File: src/rtl/ps2_rx.sv
// PS/2 device-to-host receiver: synchronizes and deglitches the raw pins, then
// deserializes start/8 data/odd parity/stop frames into a byte plus strobe.
module ps2_rx #(
    parameter int FILTER_LEN = 8,
    parameter int TIMEOUT    = 10000
) (
    input  logic       CLOCK_50,
    input  logic       reset_n,
    input  logic       ps2_clk,
    input  logic       ps2_dat,
    output logic [7:0] ps2_data,
    output logic       ps2_data_clk,
    output logic       ps2_error
);

    typedef enum logic [1:0] {IDLE, DATA, PARITY, STOP} state_t;

    localparam logic [7:0]  FILT_LAST = 8'(FILTER_LEN - 1);
    localparam logic [15:0] TO_LAST   = 16'(TIMEOUT - 1);

    logic        clk_meta_q, clk_sync_q, dat_meta_q, dat_sync_q;
    logic [7:0]  filt_cnt_q, filt_cnt_d;
    logic        clk_f_q, clk_f_d, clk_f_prev_q;
    logic [15:0] to_cnt_q, to_cnt_d;
    state_t      state_q, state_d;
    logic [2:0]  bit_cnt_q, bit_cnt_d;
    logic [7:0]  shift_q, shift_d;
    logic        par_q, par_d;
    logic [7:0]  data_q, data_d;
    logic        strobe_q, strobe_d;
    logic        err_q, err_d;
    logic        fall;
    logic        timed_out;

    assign fall      = clk_f_prev_q & ~clk_f_q;
    assign timed_out = (state_q != IDLE) && !fall && (to_cnt_q == TO_LAST);

    // NOTE: every combinational output gets a default first so no latch is inferred.
    always_comb begin
        filt_cnt_d = '0;
        clk_f_d    = clk_f_q;
        if (clk_sync_q != clk_f_q) begin
            if (filt_cnt_q == FILT_LAST) begin
                clk_f_d = clk_sync_q;
            end else begin
                filt_cnt_d = filt_cnt_q + 8'd1;
            end
        end
    end

    always_comb begin
        to_cnt_d = to_cnt_q + 16'd1;
        if (state_q == IDLE || fall || timed_out) begin
            to_cnt_d = '0;
        end
    end

    always_comb begin
        state_d   = state_q;
        bit_cnt_d = bit_cnt_q;
        shift_d   = shift_q;
        par_d     = par_q;
        data_d    = data_q;
        strobe_d  = 1'b0;
        err_d     = 1'b0;
        if (fall) begin
            unique case (state_q)
                IDLE: begin
                    // A high data line at a falling edge is a stray edge, not a start bit.
                    if (!dat_sync_q) begin
                        state_d   = DATA;
                        bit_cnt_d = '0;
                    end
                end
                DATA: begin
                    shift_d   = {dat_sync_q, shift_q[7:1]};
                    bit_cnt_d = bit_cnt_q + 3'd1;
                    if (bit_cnt_q == 3'd7) begin
                        state_d = PARITY;
                    end
                end
                PARITY: begin
                    par_d   = dat_sync_q;
                    state_d = STOP;
                end
                STOP: begin
                    if (dat_sync_q && (^shift_q ^ par_q)) begin
                        data_d   = shift_q;
                        strobe_d = 1'b1;
                    end else begin
                        err_d = 1'b1;
                    end
                    state_d = IDLE;
                end
                default: state_d = IDLE;
            endcase
        end else if (timed_out) begin
            state_d = IDLE;
            shift_d = '0;
            err_d   = 1'b1;
        end
    end

    // NOTE: sequential state uses non-blocking assignments so all flops update together.
    always_ff @(posedge CLOCK_50 or negedge reset_n) begin
        if (!reset_n) begin
            clk_meta_q   <= 1'b1;
            clk_sync_q   <= 1'b1;
            dat_meta_q   <= 1'b1;
            dat_sync_q   <= 1'b1;
            filt_cnt_q   <= '0;
            clk_f_q      <= 1'b1;
            clk_f_prev_q <= 1'b1;
            to_cnt_q     <= '0;
            state_q      <= IDLE;
            bit_cnt_q    <= '0;
            shift_q      <= '0;
            par_q        <= 1'b0;
            data_q       <= 8'h00;
            strobe_q     <= 1'b0;
            err_q        <= 1'b0;
        end else begin
            clk_meta_q   <= ps2_clk;
            clk_sync_q   <= clk_meta_q;
            dat_meta_q   <= ps2_dat;
            dat_sync_q   <= dat_meta_q;
            filt_cnt_q   <= filt_cnt_d;
            clk_f_q      <= clk_f_d;
            clk_f_prev_q <= clk_f_q;
            to_cnt_q     <= to_cnt_d;
            state_q      <= state_d;
            bit_cnt_q    <= bit_cnt_d;
            shift_q      <= shift_d;
            par_q        <= par_d;
            data_q       <= data_d;
            strobe_q     <= strobe_d;
            err_q        <= err_d;
        end
    end

    assign ps2_data     = data_q;
    assign ps2_data_clk = strobe_q;
    assign ps2_error    = err_q;

endmodule
File: config.mk
export PLATFORM = sky130hd
export DESIGN_NAME = ps2_rx
export DESIGN_NICKNAME = d
export VERILOG_FILES = /design/src/rtl/ps2_rx.sv
export SDC_FILE = /design/constraint.sdc
export NUM_CORES = 1
export LEC_CHECK = 0
export CORE_ASPECT_RATIO = 0.7
export CORE_MARGIN = 5
export CORE_UTILIZATION = 50
export CTS_CLUSTER_SIZE = 10
export DETAILED_ROUTE_END_ITERATION = 8
export DONT_BUFFER_PORTS = 1
export PLACE_DENSITY = 0.76
export SYNTH_ARGS = -nofsm -noshare
export SYNTH_HDL_FRONTEND = slang
export SYNTH_SLANG_ARGS = --single-unit
File: constraint.sdc
create_clock -name CLOCK_50 -period 2.02 [get_ports CLOCK_50]
set_input_delay 0.202 -clock CLOCK_50 [delete_from_list [all_inputs] [get_ports CLOCK_50]]
set_output_delay 0.202 -clock CLOCK_50 [all_outputs]
set_load 0.005 [all_outputs]
==> results.yml <==
synthesis:
  syn_inst: 237
  synth_top_family_by_area: "simple AND/OR/NAND/NOR gates"
  synth_largest_area_cell: "dfrtp_1"
  synthAdderAreaFrac_pct: 4.44
  synth_area_per_cell_um2: 10.7
  synth_mux_area_share_pct: 4.88
  yosysWarnings: 0
  synth-edff-count: 0
  ys_ff_latch: 54
  async_flop_share_pct: 100
  synth_compound_area_share_pct: 4.93
  synth_top_area_share_pct: 47.3
  synth-xor-area-share_pct: 9.86
  synth.distinct_cells: 37
  yosysSeqAreaShare_pct: 53.6
  synth-simple-area-share_pct: 20.2
  syn_area_mm2: 0.00254
  synth_top_cells_by_area: "dfrtp_1 47%, dfstp_2 6.2%, xor2_1 4.5%"
  synthFlopType: "dfrtp_1"
  synth_nets: 250
clocking:
  numCtsBuffers: 5
  cts_max_level: 2
  root_buffer: "clkbuf_8"
  cts_tree: "built"
  clock_latency_ps: 320
  clock_path_buffers: 2
  path_clk_slew_ps: 100
  cts_sinks: 54
sta:
  fin_crit_ps: 1920
  fmax_ghz: 0.521
  relSlewSlack_pct: 73.5
  drv_slew: 0
  rsz0062_at_grt: "no"
  period_share_pct: 95.0
  hold_viol: 0
  finClkSkew_ps: 12.0
  setup_slack_ps: 102
  tightest_slew_ps: 393
  setup_tns_ps: 0
  setup_viol: 0
place:
  gp_congestion: 0.852
  port_buffers: 0
  placed_area_mm2: 0.00265
  preCtsSetupSlack_ps: 68.3
  hpwl_mm: 3.08
final_layout:
  diodes: 0
  layout.nets: 263
  drive_above_1_share_pct: 15.5
  stdcell_area_mm2: 0.00284
  syn2layout_area_growth_pct: 11.9
global_route:
  grt_pass1_wl_mm: 7.49
  grt_max_degree: 55
  overflow: 0
  antenna_found_initial: 0
  grtUsageTotal_pct: 14.6
  grt_pass1_vias: 1627
power_and_ir_drop:
  p_per_area_mw_per_mm2: 765
  power.leakage_nw: 1.28
  ir_drop_mv: 0.433
  finalPower_mw: 2.17
critical_path:
  worstRegToRegCells: 5
  rr_endpoint: "shift_q[7]$_DFFE_PN0P_"
  start_kind: "flop"
  r2r-start: "to_cnt_q[12]$_DFF_PN0_"
  r2r_setup_slack_ps: 100
  critical_path_class: "reg2reg"
  cp.arrival_ps: 2120
  crit_end: "shift_q[7]$_DFFE_PN0P_"
  endpoint_kind: "flop"
  critPathLaunch: "to_cnt_q[12]$_DFF_PN0_"
  critical_path_required_ps: 2220
  critical_path_peak_fanout: 8
floorplanning:
  rows: 21
  fp.dieArea_mm2: 0.00662
  io_pins: 14
  fp.dieW_um: 95.1
  start_util_pct: 52.5
  core_area_mm2: 0.00483
  fp.dieH_um: 69.6
route:
  drt_iter0_drc: 71
  first_pass_iters: 4
  num_vias: 1691
  routed_wl_mm: 4.40
  route.detailed.drc: 0
  viasPerCell: 5.28
  routedWlPerCell_um: 13.7
  ant_nets: 0
flow_run:
  cap_violations: 0
status:
  status: "complete, no violations"
hold_path:
  hold_class: "reg2reg"
-- logic make-up (layout without fill, tap and decap cells) --
kind of cell    Yosys count  after routing
flops                    54             54
buf+inv                  13             27
xor+xnor                 25             25
simple gates            103            103
fa+ha+maj                 9              9
mux                      10             10
compound gates           23             23
-- final cells by class --
| class | instances | area (um^2) |
|---|---|---|
| Fill cell | 421 | 2000 |
| Inverter | 6 | 22.5 |
| Clock inverter | 3 | 26.3 |
| Sequential cell | 54 | 1360 |
| Tap cell | 69 | 86.3 |
| Timing Repair Buffer | 13 | 138 |
| Multi-Input combinational cell | 170 | 1140 |
| Clock buffer | 5 | 68.8 |
-- per-layer routing --
| metal | vias up | GRT usage (%) | wire length, um |
|---|---|---|---|
| li1 | 833 | - | - |
| met1 | 828 | 20.9 | 2240 |
| met2 | 24 | 21.2 | 1940 |
| met3 | 6 | 3.90 | 170 |
| met4 | 0 | 4.80 | 45 |
| met5 | - | 0 | 0 |
-- through the flow --
stage,std cells,hold WS (ps),util (%)
floorplan,237,-93.6,-
global placement,307,-91.8,54.9
detailed placement,307,-92.2,54.9
CTS,319,362,58.0
global route,320,370,58.7
finish,320,361,58.7
-- cells in the final DEF, fill, tap and decap left out, types with 5 or more instances in the layout --
master and n:
o21ai_0 6, nand4_1 8, buf_4 8, dfrtp_1 48, o21ai_1 7, xor2_1 13
dfstp_2 6, clkbuf_8 5, mux2_2 9, nor2_1 26, xnor2_1 10, ha_1 9
a21oi_1 5, nand2_1 30, nand3_1 12, inv_1 6
-- synthesized netlist by cell type (2+ instances only) --
| master | count |
|---|---|
| o21ai_1 | 7 |
| o21ai_0 | 6 |
| nand2b_1 | 2 |
| nand4b_1 | 2 |
| xnor2_1 | 10 |
| and2_1 | 4 |
| a21oi_1 | 5 |
| ha_1 | 9 |
| and3_1 | 4 |
| nor4_1 | 2 |
| nand2_1 | 30 |
| xor2_1 | 13 |
| or3_1 | 4 |
| nand3_1 | 12 |
| mux2_2 | 9 |
| o22ai_1 | 3 |
| nand4_1 | 8 |
| or4_1 | 2 |
| inv_1 | 6 |
| dfrtp_1 | 48 |
| nor2_1 | 26 |
| dfstp_2 | 6 |
| clkbuf_1 | 5 |
-- worst min-delay path by stage --
stage	depth (start not counted)	end	from	slack (ps)
final	0	clk_sync_q$_DFF_PN1_	clk_meta_q$_DFF_PN1_	360
after floorplan	0	bit_cnt_q[0]$_DFFE_PN0P_	reset_n	-90
after global placement	0	filt_cnt_q[5]$_DFF_PN0_	reset_n	-90
after detailed placement	0	filt_cnt_q[5]$_DFF_PN0_	reset_n	-90
after global routing	0	clk_sync_q$_DFF_PN1_	clk_meta_q$_DFF_PN1_	370
after CTS	0	dat_sync_q$_DFF_PN1_	dat_meta_q$_DFF_PN1_	360
-- flip-flops by register name, indices dropped and copies added (netlist names), 2 cells and up --
register	cells
state_q	2
to_cnt_q	16
filt_cnt_q	8
shift_q	8
ps2_data	8
bit_cnt_q	3
-- where the power goes --
part | internal, mW | leakage (nW) | total [mW] | switching, mW
Clock | 0.256 | 0.0491 | 0.630 | 0.375
Combinational | 0.118 | 0.499 | 0.321 | 0.203
Sequential | 1.16 | 0.731 | 1.22 | 0.0612
Total | 1.53 | 1.28 | 2.17 | 0.639
-- worst max-delay path: stages, from the launching register on --
cell	delay, ps
dfrtp_1	390
or4b_1	580
nor4_4	350
and2_1	230
buf_4	180
o22ai_1	70
-- timing repair --
| item | in CTS | in global routing |
|---|---|---|
| endpoints found under the setup margin | 0 | 31 |
| hold buffers | 4 | 0 |
| gates resized for setup | 0 | 2 |
| setup buffers | 0 | 1 |
| hold endpoints to repair | 56 | 0 |
Note: power is estimated with default switching activity, not from simulation.
